## src/rtl/sad_pkg.sv

```systemverilog
// Shared types and default sizing for the SAD engine (accumulator, counter, memory wrappers).
package sad_pkg;

  localparam int unsigned N_PIX = 256;
  localparam int unsigned PIX_W = 8;
  localparam int unsigned SAD_W = 16;
  localparam int unsigned IDX_W = 9;

  typedef enum logic [2:0] {
    IDLE  = 3'd0,
    CLR   = 3'd1,
    RUN   = 3'd2,
    DRAIN = 3'd3,
    DONE  = 3'd4
  } sad_state_e;

endpackage : sad_pkg

```

## src/rtl/sad_absdiff.sv

```systemverilog
// Combinational absolute difference of two unsigned pixels; the parent registers the result.
module sad_absdiff #(
  parameter int unsigned PIX_W = sad_pkg::PIX_W
) (
  input  logic [PIX_W-1:0] a,
  input  logic [PIX_W-1:0] b,
  output logic [PIX_W-1:0] abs_c
);

  // Compare first so the subtraction never wraps.
  always_comb begin
    abs_c = (a >= b) ? (a - b) : (b - a);
  end

endmodule : sad_absdiff

```

## src/rtl/sad_accumulator.sv

```systemverilog
// SAD control and datapath: sequences the pixel index counter, reads both blocks,
// accumulates |A-B| over N_PIX pixels and publishes the sum with a one-cycle valid.
module sad_accumulator #(
  parameter int unsigned N_PIX = sad_pkg::N_PIX,
  parameter int unsigned PIX_W = sad_pkg::PIX_W,
  parameter int unsigned SAD_W = sad_pkg::SAD_W
) (
  input  logic                     clk,
  input  logic                     rst_n,
  input  logic                     go,
  input  logic [sad_pkg::IDX_W-1:0] i,
  output logic                     cnt_en,
  output logic                     cnt_clr,
  output logic [sad_pkg::IDX_W-1:0] addr,
  input  logic [PIX_W-1:0]         a_data,
  input  logic [PIX_W-1:0]         b_data,
  output logic                     busy,
  output logic [SAD_W-1:0]         sad_out,
  output logic                     sad_valid
);

  import sad_pkg::*;

  sad_state_e       state_q, state_d;
  logic             drain_q, drain_d;
  logic             rd_v;
  logic             rd_v_d1_q, rd_v_d1_d;
  logic             diff_v_q, diff_v_d;
  logic [PIX_W-1:0] diff_q, diff_d;
  logic [PIX_W-1:0] abs_c;
  logic [SAD_W-1:0] acc_q, acc_d;
  logic [SAD_W-1:0] sad_out_q, sad_out_d;
  logic             sad_valid_q, sad_valid_d;
  logic             busy_q, busy_d;
  logic             last_idx;

  // Final read of the block is issued when the counter reaches N_PIX-1.
  assign last_idx = (i == IDX_W'(N_PIX - 1));
  assign addr     = i;

  sad_absdiff #(.PIX_W(PIX_W)) u_absdiff (
    .a     (a_data),
    .b     (b_data),
    .abs_c (abs_c)
  );

  // FSM state register.
  always_ff @(posedge clk or negedge rst_n) begin
    if (!rst_n) begin
      state_q <= IDLE;
    end else begin
      state_q <= state_d;
    end
  end

  // FSM next-state logic; go outside IDLE is dropped, never queued.
  always_comb begin
    state_d = state_q;
    unique case (state_q)
      IDLE:    if (go) state_d = CLR;
      CLR:     state_d = RUN;
      RUN:     if (last_idx) state_d = DRAIN;
      DRAIN:   if (drain_q) state_d = DONE;
      DONE:    state_d = IDLE;
      default: state_d = IDLE;
    endcase
  end

  // FSM outputs to the counter and the read-valid for the pipeline.
  always_comb begin
    cnt_clr = 1'b0;
    cnt_en  = 1'b0;
    rd_v    = 1'b0;
    unique case (state_q)
      CLR: cnt_clr = 1'b1;
      RUN: begin
        rd_v   = 1'b1;
        cnt_en = !last_idx;
      end
      default: ;
    endcase
  end

  // Datapath next values: read-valid pipeline, diff stage, accumulator, result.
  always_comb begin
    drain_d     = (state_q == DRAIN) ? ~drain_q : 1'b0;
    rd_v_d1_d   = rd_v;
    diff_v_d    = rd_v_d1_q;
    diff_d      = rd_v_d1_q ? abs_c : diff_q;
    acc_d       = diff_v_q ? (acc_q + SAD_W'(diff_q)) : acc_q;
    sad_valid_d = (state_q == DONE);
    sad_out_d   = (state_q == DONE) ? acc_q : sad_out_q;
    busy_d      = (state_d != IDLE);
    if (state_q == CLR) begin
      rd_v_d1_d = 1'b0;
      diff_v_d  = 1'b0;
      acc_d     = '0;
    end
  end

  // Datapath and output registers.
  always_ff @(posedge clk or negedge rst_n) begin
    if (!rst_n) begin
      drain_q     <= 1'b0;
      rd_v_d1_q   <= 1'b0;
      diff_v_q    <= 1'b0;
      diff_q      <= '0;
      acc_q       <= '0;
      sad_out_q   <= '0;
      sad_valid_q <= 1'b0;
      busy_q      <= 1'b0;
    end else begin
      drain_q     <= drain_d;
      rd_v_d1_q   <= rd_v_d1_d;
      diff_v_q    <= diff_v_d;
      diff_q      <= diff_d;
      acc_q       <= acc_d;
      sad_out_q   <= sad_out_d;
      sad_valid_q <= sad_valid_d;
      busy_q      <= busy_d;
    end
  end

  assign sad_out   = sad_out_q;
  assign sad_valid = sad_valid_q;
  assign busy      = busy_q;

endmodule : sad_accumulator
```

## config.mk

```make
export PLATFORM = sky130hd
export DESIGN_NAME = sad_accumulator
export DESIGN_NICKNAME = d
export VERILOG_FILES = /design/src/rtl/sad_pkg.sv /design/src/rtl/sad_absdiff.sv /design/src/rtl/sad_accumulator.sv
export SDC_FILE = /design/constraint.sdc
export NUM_CORES = 1
export LEC_CHECK = 0
export BUFFER_PORTS_ARGS = -buffer_cell sky130_fd_sc_hd__buf_2
export CELL_PAD_IN_SITES_DETAIL_PLACEMENT = 1
export CELL_PAD_IN_SITES_GLOBAL_PLACEMENT = 1
export CORE_UTILIZATION = 38
export CTS_CLUSTER_SIZE = 10
export DETAILED_ROUTE_END_ITERATION = 12
export PLACE_DENSITY_LB_ADDON = 0.1
export SYNTH_ARGS = -nofsm -noshare
export SYNTH_HDL_FRONTEND = slang
export SYNTH_HIERARCHICAL = 1
export SYNTH_SLANG_ARGS = --single-unit
```

## constraint.sdc

```tcl
create_clock -name clk -period 2.4 [get_ports clk]
set_input_delay 0.48 -clock clk [delete_from_list [all_inputs] [get_ports clk]]
set_output_delay 0.48 -clock clk [all_outputs]
set_load 0.005 [all_outputs]
```

## Yosys cells after proc, flatten, opt, wreduce, memory -nomap -nowiden

Index checks and enable logic that the tools add are counted.

| word-level totals | value |
|---|---|
| bits in registers | 48 |
| input port bits | 28 |
| output and inout bits | 29 |
| logic and storage cells | 36 |

| operators by class | value |
|---|---|
| add/sub/neg operators | 3 |
| order comparisons | 1 |
| eq/ne operators | 5 |
| multiplexer cells | 13 |
| bitwise logic cells | 1 |
| reduce and logical (&&, ||, !) cells | 4 |

Operators by type and width:

| kind | count |
|---|---|
| 16-bit two-way mux | 2 |
| 16-bit by 8-bit adder with 16-bit output | 1 |
| 8-bit subtractor | 2 |
| 3-bit one-hot mux with 4 select lines | 1 |
| 9-bit by 8-bit equality test with 1-bit output, second input constant | 1 |
| 3-bit two-way mux | 3 |
| 8-bit >= comparator | 1 |
| 8-bit two-way mux | 1 |
| 3-bit by 2-bit equality test with 1-bit output, second input constant | 2 |
| 1-bit two-way mux | 6 |
| 3-bit by 1-bit equality test with 1-bit output, second input constant | 1 |
| 3-bit equality test, second input constant | 1 |
| 3-bit zero test | 1 |
| 3-bit nonzero test | 1 |
| 2-bit nonzero test | 1 |
| 1-bit zero test | 1 |
| 1-bit inverter | 1 |

## Longest topological paths before layout

| logic depth | value |
|---|---|
| word-level depth | 4 |
| depth in mapped cells | 9 |
| mapped depth without buffers | 8 |

## Cells and area by module

The synthesis kept the hierarchy.

By module, submodules not included:

| module | instances | cells each | area an instance (µm²) | seq. area each (µm²) |
|---|---|---|---|---|
| sad_accumulator | 1 | 216 | 2,519.9 | 1,201.2 |
| sad_absdiff | 1 | 81 | 651.9 | 0.0 |

## Worst setup path after synthesis

No wires, ideal clock.

| timing path | value |
|---|---|
| path type | input to register |
| start point | in a_data[5] |
| end point | reg diff_q[2] |
| setup time | 0.125 ns |
| arrival | 2.354 ns |
| required time | 2.275 ns |
| path slack | -0.079 ns |
| cell stages on the path | 9 |
| path buffers | 1 |
| cell sequence | inv_1 > ha_1 > buf_6 > a21o_1 > a21o_1 > a221oi_4 > mux2i_1 > xor2_1 > mux2_2 |

| between the ends | value |
|---|---|
| longest elaborated chain between the ends | 2 |

Ends and longest elaborated chain:

| what | line | RTL |
|---|---|---|
| start, declared | sad_accumulator.sv:15 | `input logic [PIX_W-1:0] a_data,` |
| 8-bit >= comparator | sad_absdiff.sv:12 | `abs_c = (a >= b) ? (a - b) : (b - a);` |
| 8-bit two-way mux | sad_absdiff.sv:12 |  |
| via abs_c[2] | sad_accumulator.sv:30 | `logic [PIX_W-1:0] abs_c;` |
| end signal, assigned | sad_accumulator.sv:116 | `diff_q <= diff_d;` |
| end, declared | sad_accumulator.sv:29 | `logic [PIX_W-1:0] diff_q, diff_d;` |

The timed path passes the listed nets, and every way through them passes these cells.
A chain may end at the register's enable or synchronous reset.

## Worst setup path after layout

| timing path | value |
|---|---|
| start point | in a_data[3] |
| end point | reg diff_q[5] |

| between the ends | value |
|---|---|
| longest elaborated chain between the ends | 2 |
| elaborated cells between the ends (all ways) | 4 |
| those cells by class | 2 x add/sub; 1 x order compare; 1 x mux |

Ends and longest elaborated chain:

| what | line |
|---|---|
| 8-bit subtractor / 8-bit >= comparator (equally long branches) | sad_absdiff.sv:12 |
| 8-bit two-way mux (*) | sad_absdiff.sv:12 |
| via abs_c[5] | sad_accumulator.sv:30 |

The timed path passes the listed nets; every way through them passes the cells marked *.

==> flow_metrics.py <==
metrics = {
    "place": {
        "pre_cts_slack_ns": -0.166,
        "placed_area_sq_mm": 0.00359,
        "dp.cells": 452,
        "place.gp.congestion": 0.800,
        "dp_hpwl_mm": 5.45,
        "io_buffers": 56,
    },
    "pwr": {
        "swShare_pct": 40.7,
        "seq_power_share_pct": 34.6,
        "p_leak_nw": 1.90,
        "comb_power_share_pct": 49.7,
        "internal_power_mw": 2.33,
        "peakVddDrop_mv": 0.314,
        "powerDensity_mw_per_mm2": 1050,
        "power_switching_mw": 1.60,
        "clkPwrFrac_pct": 15.7,
    },
    "synthesis": {
        "synthArstFlopShare_pct": 100,
        "syn_inst": 297,
        "yosysUniqueCellTypes": 55,
        "syn_area_sq_mm": 0.00317,
        "synth_edf_count": 0,
        "yosys.area.top_type_share_pct": 37.9,
        "synthSimpleGateAreaFrac_pct": 13.1,
        "yosys_warnings": 6,
        "synth_compound_area_share_pct": 16.0,
        "synth_nets": 351,
        "synthAdderAreaFrac_pct": 11.0,
        "synth_area_leaders": "dfrtp_1 (38%), ha_1 (9.1%), mux2_2 (8.2%)",
        "synth_ff_type": "dfrtp_1",
        "synth-xor-area-share_pct": 1.93,
        "synth_top_cell_by_area": "dfrtp_1",
        "synth_top_family_by_area": "compound AO/OA/AOI/OAI gates",
        "yosys_register_bits": 48,
        "seq_area_frac_synth_pct": 37.9,
        "yosys-mux-area-fraction_pct": 13.2,
        "avgSynthCellArea_sq_um": 10.7,
    },
    "drt": {
        "dr_wl_met3_microns": 253,
        "routed_wl_mm": 6.90,
        "wirelength_met1_mm": 3.04,
        "vias": 2448,
        "avgRoutedWirePerCell_microns": 14.9,
        "antenna_left": 0,
        "routed_via_density": 5.30,
        "drtIter0Drc": 59,
        "drc_errors": 0,
        "top_layer": "met4",
        "dr.pass1.iters": 5,
        "wl_met2_mm": 3.52,
    },
    "final_layout": {
        "nets": 413,
        "final_cells": 462,
        "final_common_cell": "buf_2",
        "finalInstanceArea_sq_mm": 0.00373,
        "fin_util_pct": 47.4,
        "num_antenna_cells": 0,
        "syn_to_final_growth_pct": 17.8,
        "layout-drive-gt1-share_pct": 37.5,
        "layout_common_cells": "buf_2 (56), dfrtp_1 (48), mux2_2 (22), ha_1 (22), inv_1 (21)",
    },
    "global_route": {
        "grt_max_degree": 27,
        "overflow": 0,
        "grt_pass1_wl_mm": 11.9,
        "grt_pass1_vias": 2548,
        "track_usage_pct": 17.3,
        "antenna_found_initial": 0,
    },
    "outcome": {
        "outcome": "complete, no violations",
    },
    "setup_path": {
        "start_kind": "input pin",
        "worstPathMaxFanout": 7,
        "cp_slowest_cell": "ha_1",
        "cp_data_required_time_ns": 2.59,
        "cp.arrival_ns": 2.38,
        "path_class": "input pin to register",
        "path_cells": "buf_2 -> inv_1 -> ha_1 -> a21oi_1 -> o211ai_1 -> a221oi_4 -> buf_12 -> mux2i_1 -> xor2_1 -> mux2_2",
        "cp-end-kind": "register",
        "slowest_delay_ns": 0.35,
    },
    "sta": {
        "fin_crit_sh_pct": 91.1,
        "rsz0062_at_grt": "false",
        "finalWorstSetupSlack_ns": 0.213,
        "fin_worst_skew_ns": 0.0100,
        "period_needed_ns": 2.19,
        "tightest_slew_ns": 0.679,
        "tns_ns": 0,
        "slew_headroom_pct": 54.0,
        "slew_violations": 0,
        "hold_viol": 0,
        "setup_viol": 0,
        "fmax_mhz": 457,
    },
    "run": {
        "maxCapViolCount": 0,
    },
    "floorplanning": {
        "start_util_pct": 40.2,
        "die_width_microns": 93.4,
        "rows": 32,
        "pin_count": 57,
        "die_area_sq_mm": 0.00872,
        "fp.dieH_microns": 93.4,
        "fp.coreArea_sq_mm": 0.00789,
    },
    "cts": {
        "cts_resized": 0,
        "clock_path_buffers": 2,
        "cts_tree": "done",
        "clock_latency_ns": 0.31,
        "cts_buffers": 5,
        "path_clk_slew_ns": 0.10,
        "cts.sinks": 48,
        "ctsRootBufferMaster": "clkbuf_8",
        "cts_max_level": 2,
    },
    "hold_path": {
        "hold_class": "input pin to register",
    },
}
-- sequential cells by signal (all words and copies together) (netlist names) --
signal and flops:
acc_q 16, sad_out 16, diff_q 8, state_q 3
busy 1, diff_v_q 1, drain_q 1, rd_v_d1_q 1
sad_valid 1
-- layer usage --
metal  global-route usage, %  vias up
met4                    6.15        0
met3                    2.85        6
li1                        -     1174
met1                    20.8     1204
met2                    30.9       64
met5                       0        -
-- power by group through the flow --
stage                     Sequential, mW  Combinational [mW]  Clock [mW]
after floorplan                     1.25                1.56           0
after global placement              1.37                1.89           0
after detailed placement            1.38                1.95           0
after CTS                           1.37                1.97       0.634
after global routing                1.41                2.19       0.662
final                               1.36                1.95       0.615
-- cells by family (layout without fill, tap and decap cells) --
logic type | after synthesis | count (layout)
and+or+nand+nor | 70 | 70
AOI/OAI and AO/OA | 64 | 64
DFF | 48 | 48
buffers and inverters | 43 | 106
muxes | 39 | 39
adders and majority gates | 26 | 26
xor gates and xnor gates | 7 | 7
-- cell usage after synthesis, drive strengths merged, types with 2 or more instances --
library cell	number
nand3b	2
or2	6
a21o	11
nor3b	2
fa	3
xnor2	3
a21oi	12
nor2	8
nor4b	2
a221oi	3
o211ai	5
and3	3
ha	23
clkbuf	6
inv	23
and4	3
nand4	4
o21a	3
nand2	20
nor3	4
xor2	4
a31oi	5
mux2i	16
nor2b	5
dfrtp	48
nand3	5
o21ai	10
mux2	23
buf	14
a211oi	10
-- metrics by stage --
step / hold WS, ns / power (mW)
finish: 0.418 / 3.93
global route: 0.437 / 4.26
global placement: 0.293 / 3.26
CTS: 0.409 / 3.97
detailed placement: 0.295 / 3.34
floorplan: 0.184 / 2.80
-- worst paths after layout --
path	from	end	slack, ns	cells past startpoint
worst max-delay path	a_data[3]	diff_q[5]$_DFFE_PN0P_	0.21	10
worst min-delay path	go	busy$_DFF_PN0_	0.42	3
worst max register to register	acc_q[0]$_DFFE_PN0P_	acc_q[14]$_DFFE_PN0P_	0.30	7
worst min register to register	drain_q$_DFF_PN0_	drain_q$_DFF_PN0_	0.49	1
max in group asynchronous	rst_n	acc_q[1]$_DFFE_PN0P_	1.37	3
min in group asynchronous	rst_n	sad_out[4]$_DFFE_PN0P_	0.49	2
-- layout make-up --
cell class	count	area, sq um
multi-input cells	206	1770
clock buffers	5	68.8
inverters	23	86.3
fillers	892	4150
well taps	102	128
flip-flops and latches	48	1200
clock inverters	3	46.3
repair buffers	75	438
-- critical path, delay by kind of cell --
family | cells | cell delay (ns)
AOI/OAI and AO/OA | 3 | 0.70
muxes | 2 | 0.47
adders and majority gates | 1 | 0.35
buffers and inverters | 3 | 0.30
xor gates and xnor gates | 1 | 0.08
-- timing repair --
item,CTS,global route
hold buffers,1,0
endpoints found under the hold margin,3,0
setup endpoints to repair,0,1
setup buffers,0,1
Power figures use the tool's default switching activity.
